===== src/rtl/load_store_unit_if.sv =====
// rtl/load_store_unit_if.sv - request/response and data-memory signals of the load/store unit
interface load_store_unit_if;
    logic        reqValid;
    logic        reqReady;
    logic        reqWrite;
    logic [2:0]  reqOp;
    logic [31:0] reqAddr;
    logic [31:0] reqData;
    logic        respValid;
    logic        respReady;
    logic [31:0] respData;
    logic        respErr;
    logic [31:0] memAddress;
    logic        memWriteEnable;
    logic [31:0] memWriteData;
    logic [1:0]  memDQM;
    logic [31:0] memReadData;

    modport master (
        input  reqValid, reqWrite, reqOp, reqAddr, reqData, respReady, memReadData,
        output reqReady, respValid, respData, respErr,
        output memAddress, memWriteEnable, memWriteData, memDQM
    );

    modport slave (
        output reqValid, reqWrite, reqOp, reqAddr, reqData, respReady, memReadData,
        input  reqReady, respValid, respData, respErr,
        input  memAddress, memWriteEnable, memWriteData, memDQM
    );
endinterface


===== src/rtl/load_store_unit.sv =====
// rtl/load_store_unit.sv - data-memory initiator with sub-word read-modify-write; LSU_PERF_CNT_EN adds event counters
module load_store_unit #(
    parameter int MEM_DEPTH = 1000
) (
    input  logic               clk,
    input  logic               rst,
    load_store_unit_if.master  bus
`ifdef LSU_PERF_CNT_EN
    ,
    output logic [31:0]        loadCount,
    output logic [31:0]        storeCount,
    output logic [31:0]        faultCount
`endif
);
    localparam logic [2:0] IDLE    = 3'd0;
    localparam logic [2:0] LOAD    = 3'd1;
    localparam logic [2:0] STORE_W = 3'd2;
    localparam logic [2:0] RMW_RD  = 3'd3;
    localparam logic [2:0] RMW_WR  = 3'd4;
    localparam logic [2:0] RESP    = 3'd5;

    localparam logic [1:0] SZ_B = 2'b00;
    localparam logic [1:0] SZ_H = 2'b01;
    localparam logic [1:0] SZ_W = 2'b10;

    logic [2:0]  state;
    logic [2:0]  op_q;
    logic [1:0]  lane_q;
    logic [15:0] data_q;
    logic [31:0] resp_data_q;
    logic        resp_err_q;
    logic [31:0] mem_addr_q;
    logic [31:0] mem_wdata_q;

    logic [1:0]  req_size;
    logic [31:0] req_index;
    logic        req_fault;
    logic [31:0] mem_rdata;
    logic [7:0]  ld_byte;
    logic [15:0] ld_half;
    logic [31:0] load_value;
    logic [31:0] merged;

    assign mem_rdata = bus.memReadData;
    assign req_size  = bus.reqOp[1:0];
    assign req_index = {2'b00, bus.reqAddr[31:2]};

    always_comb begin
        req_fault = 1'b0;
        if (req_size == 2'b11)
            req_fault = 1'b1;
        if (req_size == SZ_H && bus.reqAddr[0])
            req_fault = 1'b1;
        if (req_size == SZ_W && bus.reqAddr[1:0] != 2'b00)
            req_fault = 1'b1;
        if (req_index >= 32'(MEM_DEPTH))
            req_fault = 1'b1;
    end

    always_comb begin
        ld_byte = mem_rdata[{lane_q, 3'b000} +: 8];
        ld_half = lane_q[1] ? mem_rdata[31:16] : mem_rdata[15:0];
        case (op_q[1:0])
            SZ_B:    load_value = op_q[2] ? {24'b0, ld_byte} : {{24{ld_byte[7]}}, ld_byte};
            SZ_H:    load_value = op_q[2] ? {16'b0, ld_half} : {{16{ld_half[15]}}, ld_half};
            default: load_value = mem_rdata;
        endcase
    end

    // The memory only writes full words, so splice the new lane into the word just read.
    always_comb begin
        merged = mem_rdata;
        if (op_q[1:0] == SZ_B)
            merged[{lane_q, 3'b000} +: 8] = data_q[7:0];
        else if (lane_q[1])
            merged[31:16] = data_q;
        else
            merged[15:0] = data_q;
    end

    always_ff @(posedge clk or posedge rst) begin
        if (rst) begin
            state       <= IDLE;
            op_q        <= 3'b000;
            lane_q      <= 2'b00;
            data_q      <= 16'h0000;
            resp_data_q <= 32'h0;
            resp_err_q  <= 1'b0;
            mem_addr_q  <= 32'h0;
            mem_wdata_q <= 32'h0;
        end else begin
            case (state)
                IDLE: begin
                    if (bus.reqValid) begin
                        op_q        <= bus.reqOp;
                        lane_q      <= bus.reqAddr[1:0];
                        data_q      <= bus.reqData[15:0];
                        mem_addr_q  <= req_index;
                        resp_data_q <= 32'h0;
                        resp_err_q  <= req_fault;
                        if (req_fault) begin
                            state <= RESP;
                        end else if (!bus.reqWrite) begin
                            state <= LOAD;
                        end else if (req_size == SZ_W) begin
                            mem_wdata_q <= bus.reqData;
                            state       <= STORE_W;
                        end else begin
                            state <= RMW_RD;
                        end
                    end
                end
                LOAD: begin
                    resp_data_q <= load_value;
                    state       <= RESP;
                end
                STORE_W: state <= RESP;
                RMW_RD: begin
                    mem_wdata_q <= merged;
                    state       <= RMW_WR;
                end
                RMW_WR: state <= RESP;
                RESP: begin
                    if (bus.respReady)
                        state <= IDLE;
                end
                default: state <= IDLE;
            endcase
        end
    end

    assign bus.reqReady       = (state == IDLE);
    assign bus.respValid      = (state == RESP);
    assign bus.respData       = resp_data_q;
    assign bus.respErr        = resp_err_q;
    assign bus.memAddress     = mem_addr_q;
    assign bus.memWriteEnable = (state == STORE_W) || (state == RMW_WR);
    assign bus.memWriteData   = mem_wdata_q;
    assign bus.memDQM         = SZ_W;

`ifdef LSU_PERF_CNT_EN
    always_ff @(posedge clk or posedge rst) begin
        if (rst) begin
            loadCount  <= 32'h0;
            storeCount <= 32'h0;
            faultCount <= 32'h0;
        end else begin
            if (state == LOAD)
                loadCount <= loadCount + 32'd1;
            if (state == STORE_W || state == RMW_WR)
                storeCount <= storeCount + 32'd1;
            if (state == IDLE && bus.reqValid && req_fault)
                faultCount <= faultCount + 32'd1;
        end
    end
`endif
endmodule


===== src/flat_wrapper.sv =====
// flat-port wrapper written by rule: the top's interface ports become plain ports
module load_store_unit_flat 
#(
    parameter int MEM_DEPTH = 1000
)
  (clk, rst, bus_reqValid, bus_reqWrite, bus_reqOp, bus_reqAddr, bus_reqData, bus_respReady, bus_memReadData, bus_reqReady, bus_respValid, bus_respData, bus_respErr, bus_memAddress, bus_memWriteEnable, bus_memWriteData, bus_memDQM);
  load_store_unit_if bus_i ();
  input  logic clk;
  input  logic rst;
  input wire logic [$bits(bus_i.reqValid)-1:0] bus_reqValid;
  input wire logic [$bits(bus_i.reqWrite)-1:0] bus_reqWrite;
  input wire logic [$bits(bus_i.reqOp)-1:0] bus_reqOp;
  input wire logic [$bits(bus_i.reqAddr)-1:0] bus_reqAddr;
  input wire logic [$bits(bus_i.reqData)-1:0] bus_reqData;
  input wire logic [$bits(bus_i.respReady)-1:0] bus_respReady;
  input wire logic [$bits(bus_i.memReadData)-1:0] bus_memReadData;
  output wire logic [$bits(bus_i.reqReady)-1:0] bus_reqReady;
  output wire logic [$bits(bus_i.respValid)-1:0] bus_respValid;
  output wire logic [$bits(bus_i.respData)-1:0] bus_respData;
  output wire logic [$bits(bus_i.respErr)-1:0] bus_respErr;
  output wire logic [$bits(bus_i.memAddress)-1:0] bus_memAddress;
  output wire logic [$bits(bus_i.memWriteEnable)-1:0] bus_memWriteEnable;
  output wire logic [$bits(bus_i.memWriteData)-1:0] bus_memWriteData;
  output wire logic [$bits(bus_i.memDQM)-1:0] bus_memDQM;
  assign bus_i.reqValid = bus_reqValid;
  assign bus_i.reqWrite = bus_reqWrite;
  assign bus_i.reqOp = bus_reqOp;
  assign bus_i.reqAddr = bus_reqAddr;
  assign bus_i.reqData = bus_reqData;
  assign bus_i.respReady = bus_respReady;
  assign bus_i.memReadData = bus_memReadData;
  assign bus_reqReady = bus_i.reqReady;
  assign bus_respValid = bus_i.respValid;
  assign bus_respData = bus_i.respData;
  assign bus_respErr = bus_i.respErr;
  assign bus_memAddress = bus_i.memAddress;
  assign bus_memWriteEnable = bus_i.memWriteEnable;
  assign bus_memWriteData = bus_i.memWriteData;
  assign bus_memDQM = bus_i.memDQM;
  load_store_unit #(.MEM_DEPTH(MEM_DEPTH)) u_core (.clk(clk), .rst(rst), .bus(bus_i));
endmodule

===== config.mk =====
export PLATFORM = sky130hd
export DESIGN_NAME = load_store_unit_flat
export DESIGN_NICKNAME = d
export VERILOG_FILES = /design/src/rtl/load_store_unit_if.sv /design/src/rtl/load_store_unit.sv /design/src/flat_wrapper.sv
export SDC_FILE = /design/constraint.sdc
export NUM_CORES = 1
export LEC_CHECK = 0
export CORE_UTILIZATION = 40
export CTS_CLUSTER_DIAMETER = 150
export DETAILED_ROUTE_END_ITERATION = 12
export GPL_TIMING_DRIVEN = 0
export PLACE_DENSITY = 0.71
export SYNTH_ARGS = -nofsm -noshare
export SYNTH_HDL_FRONTEND = slang
export SYNTH_SLANG_ARGS = --single-unit

===== constraint.sdc =====
create_clock -name clk -period 5.6 [get_ports clk]
set_input_delay 1.12 -clock clk [delete_from_list [all_inputs] [get_ports clk]]
set_output_delay 1.12 -clock clk [all_outputs]
set_load 0.1 [all_outputs]

# Word level (Yosys, flattened, before mapping)

Index checks and enable logic that the tools add are counted.

Flip-flop bits (word level): 119
Bits of input ports: 104
Output and inout port bits: 102
Word-level logic and storage cells: 65

Add/subtract/negate cells: 1
Magnitude comparators: 1
Equality and inequality tests: 14
Shifts and indexed selects: 3
Mux-type cells: 25
Reduce and logical (&&, ||, !) cells: 13

Operators by type and width:

| operator               | number |
|---|---|
| $mux 32                | 8 |
| $pmux 32 s2            | 3 |
| $mux 16                | 3 |
| $bwmux 32              | 1 |
| $shift 8x7->32 const A | 1 |
| $shiftx 32x6->8        | 1 |
| $shiftx 8x7->32        | 1 |
| $ge 30x10->1 const B   | 1 |
| $mux 3                 | 4 |
| $pmux 3 s4             | 1 |
| $ne 2x2->1 const B     | 4 |
| $neg 5->7              | 1 |
| $eq 3x2->1 const B     | 2 |
| $eq 3x3->1 const B     | 2 |
| $reduce_and 2->1       | 3 |
| $reduce_bool 2->1      | 3 |
| $mux 1                 | 5 |
| $reduce_and 5->1       | 1 |
| $eq 2x1->1 const B     | 2 |
| $eq 2x2->1 const B     | 2 |
| $eq 3x1->1 const B     | 1 |
| $logic_not 3->1        | 1 |
| $reduce_or 3->1        | 1 |
| $logic_and 1x1->1      | 2 |
| other kinds (3)        | 3 |

# Logic depth before layout (Yosys ltp)

Gate-level depths: netlist of run 1.

Depth in word-level cells: 8
Gate-level depth with buffers: 11
Gate-level depth less buffers: 7

# Worst setup path before layout of run 1

Ideal clock, no wire load.

Path kind: register to output
Start: register u_core.state[1]
End: output bus_memWriteEnable
Arrival time: 1.889 ns
Data required time: 4.480 ns
Setup slack: 2.591 ns
Stages on the path, launching flop included: 4
Buffers on the path: 1
Path through: dfrtp_1 -> clkbuf_2 -> xnor2_1 -> nor2_1

Longest elaborated chain between the ends: 2
Elaborated cells on any way between the ends: 3
Classes of those cells: eq/ne (2); reduce/logical (1)

Ends and longest elaborated chain:

| element                                         | RTL line               | RTL |
|---|---|---|
| from (decl)                                     | load_store_unit.sv:26  | `logic [2:0] state;` |
| from (signal assigned)                          | load_store_unit.sv:83  | `state <= IDLE;` |
| from (signal assigned)                          | load_store_unit.sv:102 | `state <= RESP;` |
| from (signal assigned)                          | load_store_unit.sv:104 | `state <= LOAD;` |
| $eq 3x2->1 / $eq 3x3->1 (equally long branches) | load_store_unit.sv:137 | `assign bus.memWriteEnable = (state == STORE_W) \|\| (state == RMW_WR);` |
| $logic_or 1x1->1 *                              | load_store_unit.sv:137 |  |
| to (decl)                                       | flat_wrapper.sv:22     | `output wire logic [$bits(bus_i.memWriteEnable)-1:0] bus_memWriteEnable;` |

Mark *: on every way between the ends. The rest lies on a longest branch, timed or not.

# Worst setup path after layout of run 1

Start: register u_core.state[1]
End: output bus_reqReady

Longest elaborated chain between the ends: 1

Ends and longest elaborated chain:

| element         | RTL line               | RTL |
|---|---|---|
| $logic_not 3->1 | load_store_unit.sv:132 | `assign bus.reqReady = (state == IDLE);` |
| to (decl)       | flat_wrapper.sv:17     | `output wire logic [$bits(bus_i.reqReady)-1:0] bus_reqReady;` |

No other way between the ends.

==> out/results.ini, run 1 <==
[setup_path]
crit_type=flop to output pin
crit_path_start_kind=flop
slowest_delay_ns=1.19
cp_slowest_cell=clkdlybuf4s50_1
rr_startpoint=u_core.lane_q[1]
r2r_end=u_core.bus.memWriteData[0]
path_depth=3
end_kind=output pin
rrSetupSlack_ns=2.58
arrival_ns=2.50
path_cells=clkbuf_2 > nor3_4 > clkdlybuf4s50_1
crit_family=buffers and inverters
path_buf_inv=2
reg2reg_depth=10
critPathMaxFanout=7
required_ns=4.48

[cells_and_area]
final_util_pct=61.3
final_nets=892
area_delta_synth_final_pct=47.0
diodes=0
stdcell_count=1007
n_fill_cell=1246
drive_gt1_share_pct=20.6

[drt]
drtPass1Iterations=6
drc=0
initialDrtViolationCount=380
num_vias=5785
wire_per_inst_um=21.7
ant_nets=0
drt_wl_total_mm=21.8
vias_per_cell=5.74

[power_and_ir_drop]
power.density_nw_per_um2=668
p_leak_uw=0.00414
ir_drop_mv=0.630

[floorplanning]
initial_core_util_pct=41.7
core_um2=15400
num_rows=45
die_area_um2=16600
die_w_um=129
ios=206
die_h_um=129

[hold_path]
hold_path_class=flop to flop
min_to=u_core.bus.respData[15]
worstHoldStart=u_core.bus.respData[15]
hold_depth=1

[cts]
cts.clk_slew.worst_paths_ns=0.06
cts_made_buffers=17
htree_levels=4
cts_root_buf=clkbuf_16
cts_num_sinks=119
cts_resized=0
cts_tree=built
clk-insertion-delay-late_ns=0.43
cts_max_path_buffers=2
cts_hold_buf=0
cts_setup_buffers=0

[synthesis]
synth_area_leader_cell=dfrtp_1
async_reset_ff_share_pct=100
ys_seq_elements=119
yosysTopAreaCellShare_pct=46.3
synth_cell_types=52
synth_ff_type=dfrtp_1
ys_top_cells_by_area=dfrtp_1 (46%), mux2_2 (13%), mux2i_1 (6.4%), a221o_1 (3.7%), a22o_1 (3.1%)
synth_area_um2=6430
yosys_warnings=0
avgSynthCellArea_um2=11.5
syn_inst=560
synth-edff-count=0
ys_seq_area_share_pct=46.3

[sta]
fin_crit_ns=3.62
grt_setup_unrepaired=no
timing.final.crit_share_pct=64.6
setup_ws_ns=1.98
slew_violations=0
slew_headroom_pct=31.8
worstMarginPinSlew_ns=1.02
setup_viol=0
clock_skew_ns=0.00561
fmax_mhz=276
finalHoldViolCount=0

[global_routing]
grt_pass1_vias=5932
grt_pass1_wl_mm=33.4
antenna_found_initial=0
grt_max_degree=96
grt_overflow=0
groute.usage.overall_pct=27.2

[run]
maxCapViolCount=0

[placed_design]
io_buffers=201
place_inst=975
dp_slack_ns=2.22
gp_congestion=0.861
hpwl_mm=16.2

[run_status]
outcome=finished clean

-- registers in the layout (all words and copies together), names as in the netlist --
name and cells:
u_core.bus.memWriteData 32, u_core.op_q 3, u_core.bus.respData 32, u_core.data_q 16
u_core.state 3, u_core.bus.memAddress 30, u_core.lane_q 2, u_core.bus.respErr 1
-- cell usage in the layout, fill, tap and decap left out, drive strengths merged, types with 2 or more instances in the layout --
cell           count
a22oi              2
conb               4
nand2b             3
buf               30
a31oi              7
inv               31
nand3b             2
o21ai              9
clkinvlp           2
nand3              3
a211oi             8
a221o             40
nand2             24
clkdlybuf4s50    201
mux2i             41
nor4b              2
nor4               6
dfrtp            119
clkinv             6
bufinv             7
a22o              23
mux2              78
nor3               3
a21o              10
a221oi            16
ha                 5
a21oi             36
nor2              15
o22ai             14
clkbuf            37
-- kinds of logic (layout without fill, tap and decap cells) --
kind of cell / Yosys count / count (layout) / synth area share (%)
buf+inv: 80 / 314 / 5.99
simple gates: 63 / 63 / 5.41
compound gates: 170 / 170 / 20.7
flops: 119 / 119 / 46.3
other cells: 2 / 4 / 0.117
mux: 120 / 120 / 20.4
xor+xnor: 1 / 1 / 0.136
fa+ha+maj: 5 / 5 / 0.973
-- final cells by class --
cell class / instances / area (µm²) / share of cell area [%]
Multi-Input combinational cell: 363 / 3080 / 32.5
Sequential cell: 119 / 2980 / 31.5
Timing Repair Buffer: 202 / 2040 / 21.6
Clock buffer: 18 / 439 / 4.64
Clock inverter: 14 / 269 / 2.84
Buffer: 48 / 265 / 2.80
Tap cell: 211 / 264 / 2.79
Inverter: 32 / 125 / 1.32
-- how the worst max path moves through the flow --
stage | slack (ns) | from | end
after floorplan | 1.32 | rst | u_core.bus.memAddress[0]
after global placement | -0.32 | rst | u_core.bus.memWriteData[14]
after detailed placement | 2.22 | bus_reqAddr[13] | u_core.bus.memWriteData[16]
after CTS | 1.98 | u_core.state[1] | bus_reqReady
after global routing | 1.92 | u_core.state[1] | bus_reqReady
final | 1.98 | u_core.state[1] | bus_reqReady
-- report_power, final --
| group | internal, µW | switching [µW] |
|---|---|---|
| clock network | 895 | 418 |
| registers | 1160 | 243 |
| logic | 1040 | 2560 |
| total | 3090 | 3220 |
-- per-layer routing --
metal	vias up	track usage, %	part of all wire [%]
li1	2579	-	-
met1	2867	35.3	43
met2	295	42.3	46
met3	44	7.90	8.5
met4	0	11.9	3.1
met5	-	0	0
-- stage by stage --
step | hold slack (ns) | TNS, ns | area [µm²] | power (µW)
detailed placement | 0.466 | 0 | 8750 | 4980
global placement | 0.460 | -36.68 | 8720 | 4920
global route | 0.496 | 0 | 9460 | 6530
floorplan | 0.502 | 0 | 6440 | 4050
CTS | 0.478 | 0 | 9460 | 6300
finish | 0.475 | 0 | 9460 | 6310
-- Yosys cell counts (10+ instances only) --
| cell type | instances |
|---|---|
| buf_2 | 13 |
| a21oi_1 | 36 |
| a221o_2 | 16 |
| mux2i_1 | 41 |
| a221oi_1 | 16 |
| clkbuf_1 | 18 |
| nor2_1 | 14 |
| a21o_1 | 10 |
| inv_1 | 29 |
| dfrtp_1 | 119 |
| a221o_1 | 24 |
| a22o_1 | 23 |
| mux2_2 | 76 |
| nand2_1 | 23 |
| o22ai_1 | 14 |
Note: power is estimated with default switching activity, not from simulation.
==> run 2: changes to the inputs <==
Settings changed: PLACE_DENSITY 0.71 to 0.74.
Clock period 5.6 ns to 3 ns, I/O delays scaled along.
==> run 2 against run 1 <==
  * Clock power is 80% higher
  * Register-to-register slack worse by 2.5 ns
  * Combinational power is 89% higher
  * First-iteration DRC count is 5.0% higher
  * Clock-buffer cell count is 1 lower
  * Final cell count is 0.20% higher
  * Via count is 1.9% higher
  * Wire length is 1.6% higher
  * Critical path depth is 1 higher
  * Highest routed layer unchanged
  * Sequential power is 87% higher
  * Sequential cell count stayed put
  * Critical endpoint is now bus_memWriteEnable
  * Largest cell class unchanged
==> out/results.ini, run 2 (same netlist as run 1, synthesis figures left out) <==
[drt]
drc=0  ; unchanged
ant_nets=0  ; unchanged
wire_per_inst_um=22.0  ; was 21.7 µm
num_vias=5896  ; was 5785
vias_per_cell=5.84  ; was 5.74
initialDrtViolationCount=399  ; was 380
drt_wl_total_mm=22.2  ; was 21.8 mm
drtPass1Iterations=6  ; unchanged

[run]
maxCapViolCount=0  ; unchanged

[sta]
slew_headroom_pct=31.7  ; was 31.8%
timing.final.crit_share_pct=97.7
clock_skew_ns=0.0119  ; was 0.00561 ns
worstMarginPinSlew_ns=1.02  ; about the same
slew_violations=0  ; unchanged
setup_ws_ns=0.0699  ; was 1.98 ns
fmax_mhz=341
setup_viol=0  ; unchanged
fin_crit_ns=2.93
whs_ns=0.467  ; was 0.475 ns
finalHoldViolCount=0  ; unchanged

[cts]
clk-insertion-delay-late_ns=0.43  ; about the same
cts_root_buf=clkbuf_16  ; unchanged
cts.clk_slew.worst_paths_ns=0.06  ; about the same
cts_made_buffers=17  ; unchanged
cts_max_path_buffers=2  ; unchanged
cts_hold_buf=0  ; unchanged
htree_levels=4  ; unchanged
cts_tree=built  ; unchanged
cts_num_sinks=119  ; unchanged

[global_routing]
antenna_found_initial=0  ; unchanged
grt_pass1_vias=6140  ; was 5932
grt_overflow=0  ; unchanged
groute.usage.overall_pct=27.5  ; was 27.2%
grt_pass1_wl_mm=33.8  ; was 33.4 mm
grt_max_degree=44  ; was 96

[setup_path]
crit_path_start_kind=flop  ; unchanged
critPathMaxFanout=7  ; unchanged
required_ns=2.40  ; was 4.48 ns
cp_slowest_cell=clkdlybuf4s50_1  ; unchanged
slowest_delay_ns=1.13  ; was 1.19 ns
path_cells=clkbuf_2 > xnor2_1 > nor2_1 > clkdlybuf4s50_1  ; was clkbuf_2 > nor3_4 > clkdlybuf4s50_1
end_kind=output pin  ; unchanged
arrival_ns=2.33  ; was 2.50 ns
crit_type=flop to output pin  ; unchanged

[placed_design]
gp_congestion=0.886  ; was 0.861
hpwl_mm=16.5  ; was 16.2 mm
io_buffers=201  ; unchanged
dp_slack_ns=-0.0180  ; was 2.22 ns

[floorplanning]
die_h_um=129  ; unchanged
num_rows=45  ; unchanged
core_um2=15400  ; unchanged
die_area_um2=16600  ; unchanged
ios=206  ; unchanged
initial_core_util_pct=41.7  ; unchanged
die_w_um=129  ; unchanged

[cells_and_area]
drive_gt1_share_pct=21.1  ; was 20.6%
final_util_pct=61.5  ; was 61.3%
layout_common_cells=clkdlybuf4s50_1 (200), dfrtp_1 (119), mux2_2 (76)  ; was clkdlybuf4s50_1 (201), dfrtp_1 (119), mux2_2 (76)
final_nets=894  ; was 892
diodes=0  ; unchanged
mostFrequentLayoutCell=clkdlybuf4s50_1  ; unchanged
area_delta_synth_final_pct=47.5  ; was 47.0%

[power_and_ir_drop]
ir_drop_mv=0.989  ; was 0.630 mV
power.density_nw_per_um2=1240  ; was 668 nW/µm²
p_leak_uw=0.00415  ; was 0.00414 µW

[run_status]
outcome=finished clean  ; unchanged

[hold_path]
hold_path_class=input pin to asynchronous set/reset pin  ; was flop to flop

run 2: critical path, delay by kind of cell (launching register included):
family	cells	cell delay (ns)
xor gates and xnor gates	1	0.15
buffers and inverters	2	1.31
and+or+nand+nor	1	0.09
DFF	1	0.36
run 2: timing repair:
action	4_1_cts	5_1_grt
pin swaps	0	1
gates resized for setup	2	3
buffers inserted	0	1
endpoints found under the setup margin	9	31
run 2: layout make-up:
type	count	area (µm²)
buffer	47	262
clock buffer	17	425
clock inverter	15	250
fill	1258	5940
inverter	32	124
multi-input combinational	363	3100
sequential	119	2980
tap	211	264
timing repair buffer	205	2080
run 2: final timing paths:
kind	from	to	slack [ns]	cells past startpoint
min	rst	u_core.bus.memWriteData[23]	0.47	2
max	u_core.state[1]	bus_memWriteEnable	0.07	4
min reg2reg	u_core.bus.respData[12]	u_core.bus.respData[12]	0.48	1
min in group clk	u_core.bus.respData[12]	u_core.bus.respData[12]	0.48	1
max reg2reg	u_core.lane_q[1]	u_core.bus.memWriteData[14]	0.12	10
max in group asynchronous	rst	u_core.bus.memWriteData[13]	2.02	3
run 2: report_power, final:
part / internal (µW) / total [µW] / switching (µW)
Sequential: 2160 / 2620 / 461
Clock: 1560 / 2360 / 793
Combinational: 1960 / 6790 / 4820
Total: 5690 / 11800 / 6080
run 2: stage by stage:
stage	instance area, µm²	std cells	TNS (ns)	power (µW)
2_1_floorplan	6440	562	0	7570
3_3_place_gp	8720	974	-17.96	9190
3_5_place_dp	8780	977	-0.0180	9310
4_1_cts	9460	1009	0	11700
5_1_grt	9490	1009	-0.0172	12200
6_report	9490	1009	0	11800
run 2: per-layer routing:
metal / up-vias / global-route usage (%) / part of all wire, %
li1: 2581 / - / -
met4: 0 / 12.1 / 3.1
met2: 315 / 43.3 / 46
met1: 2944 / 34.9 / 41
met3: 56 / 8.36 / 9.4
met5: - / 0 / 0
